==> config.mk <==
export PLATFORM = sky130hd
export DESIGN_NAME = shift_deserializer
export DESIGN_NICKNAME = d
export VERILOG_FILES = /design/src/rtl/shift_deserializer.sv
export SDC_FILE = /design/constraint.sdc
export NUM_CORES = 1
export LEC_CHECK = 0
export CAP_MARGIN = 20
export CORE_ASPECT_RATIO = 1.5
export CORE_UTILIZATION = 55
export CTS_BUF_LIST = sky130_fd_sc_hd__clkbuf_4 sky130_fd_sc_hd__clkbuf_8
export DETAILED_ROUTE_END_ITERATION = 8
export HOLD_SLACK_MARGIN = 0.08
export PLACE_DENSITY = 0.8
export SYNTH_ARGS = -nofsm -noshare
export SYNTH_HDL_FRONTEND = slang
export SYNTH_SLANG_ARGS = --single-unit
==> constraint.sdc <==
create_clock -name clk -period 3.6 [get_ports clk]
set_clock_uncertainty 0.1 [all_clocks]
set_input_delay 0.36 -clock clk [delete_from_list [all_inputs] [get_ports clk]]
set_output_delay 0.36 -clock clk [all_outputs]
set_load 0.1 [all_outputs]
==> src/rtl/shift_deserializer.sv <==
// shift_deserializer: serial-to-parallel frame assembler with a 2-entry output buffer.
// Frames start on sof (qualified by sin_vld); bit order is chosen per frame by dir.
// Optional feature macro: PARITY_EN -- adds one even-parity bit after the data bits.
// Words failing parity are dropped and raise the sticky perr flag.
module shift_deserializer #(
  parameter int WIDTH = 4
) (
  input  logic             clk,
  input  logic             rst,
  input  logic             sin,
  input  logic             sin_vld,
  input  logic             sof,
  input  logic             dir,
  output logic [WIDTH-1:0] op,
  output logic             op_vld,
  input  logic             op_rdy,
  output logic             busy,
  output logic             ovf,
  output logic             perr
);

  localparam int CW = $clog2(WIDTH + 1);

`ifdef PARITY_EN
  typedef enum logic [1:0] {IDLE = 2'd0, COLLECT = 2'd1, PARITY = 2'd2} state_t;
`else
  typedef enum logic [1:0] {IDLE = 2'd0, COLLECT = 2'd1} state_t;
`endif

  state_t           state_r;
  logic [WIDTH-1:0] sreg_r;
  logic [CW-1:0]    count_r;
  logic             dir_r;

  logic [WIDTH-1:0] shifted_s;
  logic             last_bit_s;
  logic             push_s;
  logic [WIDTH-1:0] push_data_s;
  logic             pop_s;

  logic [WIDTH-1:0] head_r;
  logic [WIDTH-1:0] tail_r;
  logic             head_vld_r;
  logic             tail_vld_r;
  logic             ovf_r;

`ifdef PARITY_EN
  logic             perr_r;

  // True when the data bits plus the received parity bit have even parity.
  function automatic logic even_parity_ok(input logic [WIDTH-1:0] data, input logic pbit);
    even_parity_ok = ((^data) ^ pbit) == 1'b0;
  endfunction
`endif

  // Next shift-register value and push decision for the bit currently on sin.
  always_comb begin
    shifted_s   = {WIDTH{1'b0}};
    last_bit_s  = 1'b0;
    push_s      = 1'b0;
    push_data_s = {WIDTH{1'b0}};
    if (dir_r) begin
      shifted_s = {sin, sreg_r[WIDTH-1:1]};
    end else begin
      shifted_s = {sreg_r[WIDTH-2:0], sin};
    end
    last_bit_s = (count_r == CW'(WIDTH - 1));
`ifdef PARITY_EN
    push_data_s = sreg_r;
    if (sin_vld && !sof && (state_r == PARITY) && even_parity_ok(sreg_r, sin)) begin
      push_s = 1'b1;
    end else begin
      push_s = 1'b0;
    end
`else
    push_data_s = shifted_s;
    if (sin_vld && !sof && (state_r == COLLECT) && last_bit_s) begin
      push_s = 1'b1;
    end else begin
      push_s = 1'b0;
    end
`endif
  end

  // Frame FSM: start/restart on sof, shift data bits, optionally check parity.
  always_ff @(posedge clk or negedge rst) begin
    if (!rst) begin
      state_r <= IDLE;
      sreg_r  <= {WIDTH{1'b0}};
      count_r <= {CW{1'b0}};
      dir_r   <= 1'b0;
`ifdef PARITY_EN
      perr_r  <= 1'b0;
`endif
    end else if (sin_vld) begin
      if (sof) begin
        // The current bit becomes bit 1 of a fresh frame, whatever state we were in.
        state_r <= COLLECT;
        dir_r   <= dir;
        count_r <= CW'(1);
        if (dir) begin
          sreg_r <= {sin, {(WIDTH-1){1'b0}}};
        end else begin
          sreg_r <= {{(WIDTH-1){1'b0}}, sin};
        end
      end else begin
        case (state_r)
          IDLE: begin
            state_r <= IDLE;
          end
          COLLECT: begin
            sreg_r <= shifted_s;
            if (last_bit_s) begin
`ifdef PARITY_EN
              state_r <= PARITY;
              count_r <= count_r + CW'(1);
`else
              state_r <= IDLE;
              count_r <= {CW{1'b0}};
`endif
            end else begin
              count_r <= count_r + CW'(1);
            end
          end
`ifdef PARITY_EN
          PARITY: begin
            state_r <= IDLE;
            count_r <= {CW{1'b0}};
            if (!even_parity_ok(sreg_r, sin)) begin
              perr_r <= 1'b1;
            end
          end
`endif
          default: begin
            state_r <= IDLE;
            count_r <= {CW{1'b0}};
          end
        endcase
      end
    end
  end

  assign pop_s = head_vld_r & op_rdy;

  // Two-entry output buffer: head feeds op directly, tail holds the second word.
  always_ff @(posedge clk or negedge rst) begin
    if (!rst) begin
      head_r     <= {WIDTH{1'b0}};
      tail_r     <= {WIDTH{1'b0}};
      head_vld_r <= 1'b0;
      tail_vld_r <= 1'b0;
      ovf_r      <= 1'b0;
    end else begin
      case ({push_s, pop_s})
        2'b11: begin
          // Simultaneous push and pop never overflows.
          if (tail_vld_r) begin
            head_r <= tail_r;
            tail_r <= push_data_s;
          end else begin
            head_r <= push_data_s;
          end
        end
        2'b10: begin
          if (!head_vld_r) begin
            head_r     <= push_data_s;
            head_vld_r <= 1'b1;
          end else if (!tail_vld_r) begin
            tail_r     <= push_data_s;
            tail_vld_r <= 1'b1;
          end else begin
            ovf_r <= 1'b1;
          end
        end
        2'b01: begin
          head_r     <= tail_r;
          head_vld_r <= tail_vld_r;
          tail_vld_r <= 1'b0;
        end
        default: begin
          head_vld_r <= head_vld_r;
        end
      endcase
    end
  end

  assign op     = head_r;
  assign op_vld = head_vld_r;
  assign busy   = (state_r != IDLE);
  assign ovf    = ovf_r;
`ifdef PARITY_EN
  assign perr   = perr_r;
`else
  assign perr   = 1'b0;
`endif

endmodule

==> impl_metrics.ini, run 1 <==
[timing]
setup_ws_ns = 1.10
period_share = 0.693
worst_pin_slew_ns = 0.968
fin_setup_tns_ns = 0
slew_violations = 0
final-setup-viol-count = 0
relSlewSlack = 0.353
max_freq_mhz = 401
min_period_ns = 2.50
grt_setup_unrepaired = false
hold_viol_final = 0

[route]
drt_iter0_drc = 6
route.detailed.drc = 0
drt-total-wl_um = 2120
firstDrtPassIters = 4
via_per_inst = 6.11
post_drt_wl_per_cell_um = 15.4
num_vias = 843
ant_nets = 0

[clock_tree]
numClockSinks = 20
clk_latency_ns = 0.30
htreeDepth = 1
cts_buffers = 3
clockRootBuffer = clkbuf_4
post_cts_buffers = 0
clk_path_buf_depth = 2
cts_tree = done
ctsResizeCount = 0
clk_pin_slew_ns = 0.11
cts_hold_buf = 0

[synth]
synth_seq_cells = 20
synth.cell_area_um2 = 1100
synth_cell_types = 34
synth-edff-count = 0
async_reset_ff_frac = 1.00
synthCells = 106
syn_nets = 118
synth.yosys.seq_area_share = 0.454
syn_avg_cell_area_um2 = 10.4
synth_ff_type = dfrtp_1
yosys_warnings = 0

[final_layout]
diodes = 0
drive_above_1_share = 0.0855
fillCellCount = 151
nets = 131
area_growth_syn_to_layout_pct = 14.1

[die]
die_h_um = 56.9
rows = 19
die_w_um = 38.6
dieArea_um2 = 2190
start_util = 0.595
boundaryPins = 15
coreArea_um2 = 1850

[place]
place_ws_ns = 0.823
dp_hpwl_um = 1620
io_buffers = 13
gp_congestion = 0.816

[worst_setup_path]
path_buf_inv = 1
path_class = reg -> out
crit_path_start_kind = flop
cp-end-kind = primary output
critPathTopFamily = buffers and inverters
arrival_ns = 2.04
path_cells = clkdlybuf4s50_1
crit_path_max_incr_delay_ns = 1.20
path_max_fanout = 11
required_ns = 3.14
cp_slowest_cell = clkdlybuf4s50_1

[global_route]
grt_pass1_wl_um = 3460
grt_pass1_vias = 832
grt_antenna_before_repair = 0
grtUsageTotal = 0.227
grt_overflow = 0
grt_max_degree = 21

[status]
status = finished clean

[power_and_ir_drop]
ir_worst_vdd_uv = 583
cellPowerDensity_nw_per_um2 = 796
total_power_mw = 1.00
leakage_nw = 0.554

[hold_path]
worstHoldPathType = reg -> reg

[run]
max-cap-violations = 0
## path summary, 6_finish.rpt
check	from	slack, ns	end	cells past startpoint
min	ovf$_DFFE_PN0P_	0.38	ovf$_DFFE_PN0P_	1
max	state_r[0]$_DFFE_PN0P_	1.10	busy	1
max in group asynchronous	rst	2.40	sreg_r[0]$_DFFE_PN0P_	1
min in group asynchronous	rst	0.45	sreg_r[2]$_DFFE_PN0P_	1
min reg2reg	ovf$_DFFE_PN0P_	0.38	ovf$_DFFE_PN0P_	1
max reg2reg	count_r[0]$_DFFE_PN0P_	1.35	tail_r[1]$_DFFE_PN0P_	7
## per-stage QoR
step | cell area [µm²] | hold WS [ns] | util | instances
2_1_floorplan | 1100 | -0.0356 | - | 106
6_report | 1260 | 0.382 | 0.679 | 138
5_1_grt | 1260 | 0.405 | 0.679 | 138
4_1_cts | 1260 | 0.384 | 0.679 | 138
3_3_place_gp | 1240 | 0.362 | 0.667 | 135
3_5_place_dp | 1240 | 0.359 | 0.667 | 135
## registers in the layout, indices dropped and copies added (netlist names)
register / flops
count_r: 3
op: 4
op_vld: 1
tail_r: 4
ovf: 1
tail_vld_r: 1
state_r: 1
dir_r: 1
sreg_r: 4
## routing by layer
layer | global-route usage | vias to the layer above | routed length, µm
li1 | - | 416 | -
met1 | 0.218 | 407 | 802
met2 | 0.419 | 16 | 1230
met3 | 0.0356 | 4 | 55
met4 | 0.118 | 0 | 40
met5 | 0 | - | 0
## cell type report
class | count | area [µm²] | area share
flip-flops and latches | 20 | 500 | 0.398
inverters | 5 | 18.8 | 0.0149
clock buffers | 3 | 22.5 | 0.0179
well taps | 21 | 26.3 | 0.0209
multi-input cells | 76 | 561 | 0.445
repair buffers | 13 | 130 | 0.103
## Yosys cell counts (all sizes together), types with 2 or more instances
master,instances,share of area
dfrtp,20,0.45
nand2,11,0.037
mux2,9,0.092
o21ai,7,0.032
ha,5,0.057
inv,5,0.017
o31ai,5,0.034
a221oi,4,0.032
o211ai,4,0.027
o22ai,4,0.023
a22o,3,0.024
clkbuf,3,0.010
nor2b,3,0.017
a21oi,2,0.0091
buf,2,0.011
nand2b,2,0.011
nand3b,2,0.014
## logic make-up after synthesis
logic type	share of synthesized area
flip-flops	0.454
buffers and inverters	0.0385
adder cells (fa/ha/maj)	0.0567
AND/OR/NAND/NOR	0.116
AO/OA/AOI/OAI	0.231
multiplexers	0.101
other	0.00340
## where the power goes
group	switching, mW	internal (mW)	total (mW)
combinational	0.368	0.168	0.536
clock	0.0674	0.0391	0.106
sequential	0.0648	0.294	0.359
total	0.500	0.501	1.00
## layout by cell type (no fill, tap or decap)
cell type        instances
dfrtp_1                 20
clkdlybuf4s50_1         13
nand2_1                 11
o21ai_0                  7
inv_1                    5
mux2_2                   5
o31ai_1                  5
ha_1                     5
mux2_1                   4
a221oi_1                 4
o211ai_1                 4
o22ai_1                  4
nor2b_1                  3
a22o_1                   3
clkbuf_4                 3
nand2b_1                 2
nand3b_1                 2
a21oi_1                  2
nor2_1                   1
and2_1                   1
a2bb2oi_1                1
nand3_1                  1
o2bb2ai_1                1
mux2i_1                  1
a211o_1                  1
or3b_4                   1
o21a_1                   1
nor3b_1                  1
a31o_2                   1
a31oi_1                  1
and3_1                   1
a21boi_0                 1
conb_1                   1
No activity file was read; power rests on OpenSTA's default activity.
==> inputs of run 2 (changes only) <==
- CORE_UTILIZATION: 55 -> 50
- PLACE_DENSITY: 0.8 -> 0.77
- clock period: 3.6 -> 2.1 ns (I/O delays scaled with it)
==> impl_metrics.ini, run 2 (synthesis gave the netlist of run 1 again) <==
[route]
num_vias = 938
firstDrtPassIters = 4
via_per_inst = 6.17
ant_nets = 0
route.detailed.drc = 0
drt-total-wl_um = 2410
drt_iter0_drc = 25
post_drt_wl_per_cell_um = 15.8

[hold_path]
worstHoldPathType = in -> async

[clock_tree]
clk_path_buf_depth = 2
clk_latency_ns = 0.28
clk_pin_slew_ns = 0.11
cts_buffers = 3
clockRootBuffer = clkbuf_4
numClockSinks = 20
cts_hold_buf = 0
cts_tree = done
htreeDepth = 1

[die]
die_w_um = 40.4
dieArea_um2 = 2400
coreArea_um2 = 2050
boundaryPins = 15
start_util = 0.538
rows = 20
die_h_um = 59.5

[global_route]
grt_antenna_before_repair = 0
grtUsageTotal = 0.225
grt_overflow = 0
grt_pass1_wl_um = 3840
grt_max_degree = 13
grt_pass1_vias = 885

[timing]
final-setup-viol-count = 0
period_share = 0.972
grt_setup_unrepaired = false
slew_violations = 0
max_freq_mhz = 490
hold_viol_final = 0
min_period_ns = 2.04
hold_slack_ns = 0.116

[final_layout]
fillCellCount = 164
drive_above_1_share = 0.346
layout_commonest_cell = buf_4
final_cell_mix = buf_4, dfrtp_1, nand2_1
area_growth_syn_to_layout_pct = 28.8
fin_cells = 152
diodes = 0
nets = 144
fin_util = 0.693

[worst_setup_path]
required_ns = 2.17
path_max_fanout = 4
cp-end-kind = flop
arrival_ns = 2.11
crit_path_start_kind = flop
path_class = reg -> reg

[place]
dp_cells = 148
io_buffers = 13
gp_congestion = 0.787
dp_hpwl_um = 1890

[run]
max-cap-violations = 0

[power_and_ir_drop]
leakage_nw = 0.637
ir_worst_vdd_uv = 825
cellPowerDensity_nw_per_um2 = 1300

[status]
status = finished clean
## run 2: cell count changes in the layout (fill, tap and decap cells not counted), moves of 2 or more
| cell | before | now |
|---|---|---|
| ha_1 | 5 | 1 |
| ha_4 | 0 | 2 |
| ha_2 | 0 | 2 |
| dfrtp_1 | 20 | 18 |
| mux2_1 | 4 | 0 |
| buf_4 | 0 | 20 |
| dfrtp_4 | 0 | 2 |
| mux2_4 | 0 | 4 |
| clkdlybuf4s50_1 | 13 | 6 |
## run 2: worst max-delay path, stage by stage, from the launching register on
cell	delay (ns)
dfrtp_1	0.41
ha_2	0.19
nor2b_1	0.14
and2_4	0.16
ha_4	0.16
nor2b_4	0.12
a211o_4	0.34
mux2_4	0.31
## run 2: worst paths after layout
path                                          to  cells past startpoint              startpoint  slack [ns]
max                        tail_r[0]$_DFFE_PN0P_                      7  count_r[0]$_DFFE_PN0P_        0.06
min                           op_vld$_DFFE_PN0P_                      1                     rst        0.12
max reg2reg                tail_r[0]$_DFFE_PN0P_                      7  count_r[0]$_DFFE_PN0P_        0.06
min reg2reg                sreg_r[0]$_DFFE_PN0P_                      2   sreg_r[0]$_DFFE_PN0P_        0.39
max in group asynchronous  sreg_r[2]$_DFFE_PN0P_                      2                     rst        1.26
min in group clk           sreg_r[0]$_DFFE_PN0P_                      2   sreg_r[0]$_DFFE_PN0P_        0.39
## run 2: per-layer routing
layer / vias up / part of all wire / GRT usage
li1: 441 / - / -
met1: 465 / 0.41 / 0.254
met2: 28 / 0.55 / 0.415
met3: 4 / 0.028 / 0.0226
met4: 0 / 0.013 / 0.0619
met5: - / 0 / 0
## run 2: final cells by class
type,count,area (µm²),area share
Clock buffer,3,22.5,0.0158
Inverter,5,18.8,0.0132
Multi-Input combinational cell,76,634,0.446
Sequential cell,20,508,0.357
Tap cell,22,27.5,0.0194
Timing Repair Buffer,26,210,0.148
## run 2: through the flow
step,instance area (µm²),setup TNS (ns),power [mW],setup WS [ns]
after global routing,1420,0,1.95,0.00764
after floorplan,1180,-0.438,1.40,-0.109
after global placement,1380,-0.327,1.62,-0.0815
after CTS,1410,0,1.83,0.0226
after detailed placement,1380,-0.606,1.66,-0.137
final,1420,0,1.85,0.0587
## run 2: power breakdown
part	total [mW]	internal [mW]	switching [mW]	leakage (nW)
combinational	1.06	0.362	0.701	0.371
sequential	0.616	0.514	0.102	0.252
clock	0.171	0.0664	0.105	0.0138
## run 2: timing repair
action / CTS / global route
pin swaps: 1 / 0
gates resized for setup: 1 / 2
endpoints found under the setup margin: 4 / 9
cloned: 0 / 0
setup buffers: 0 / 1
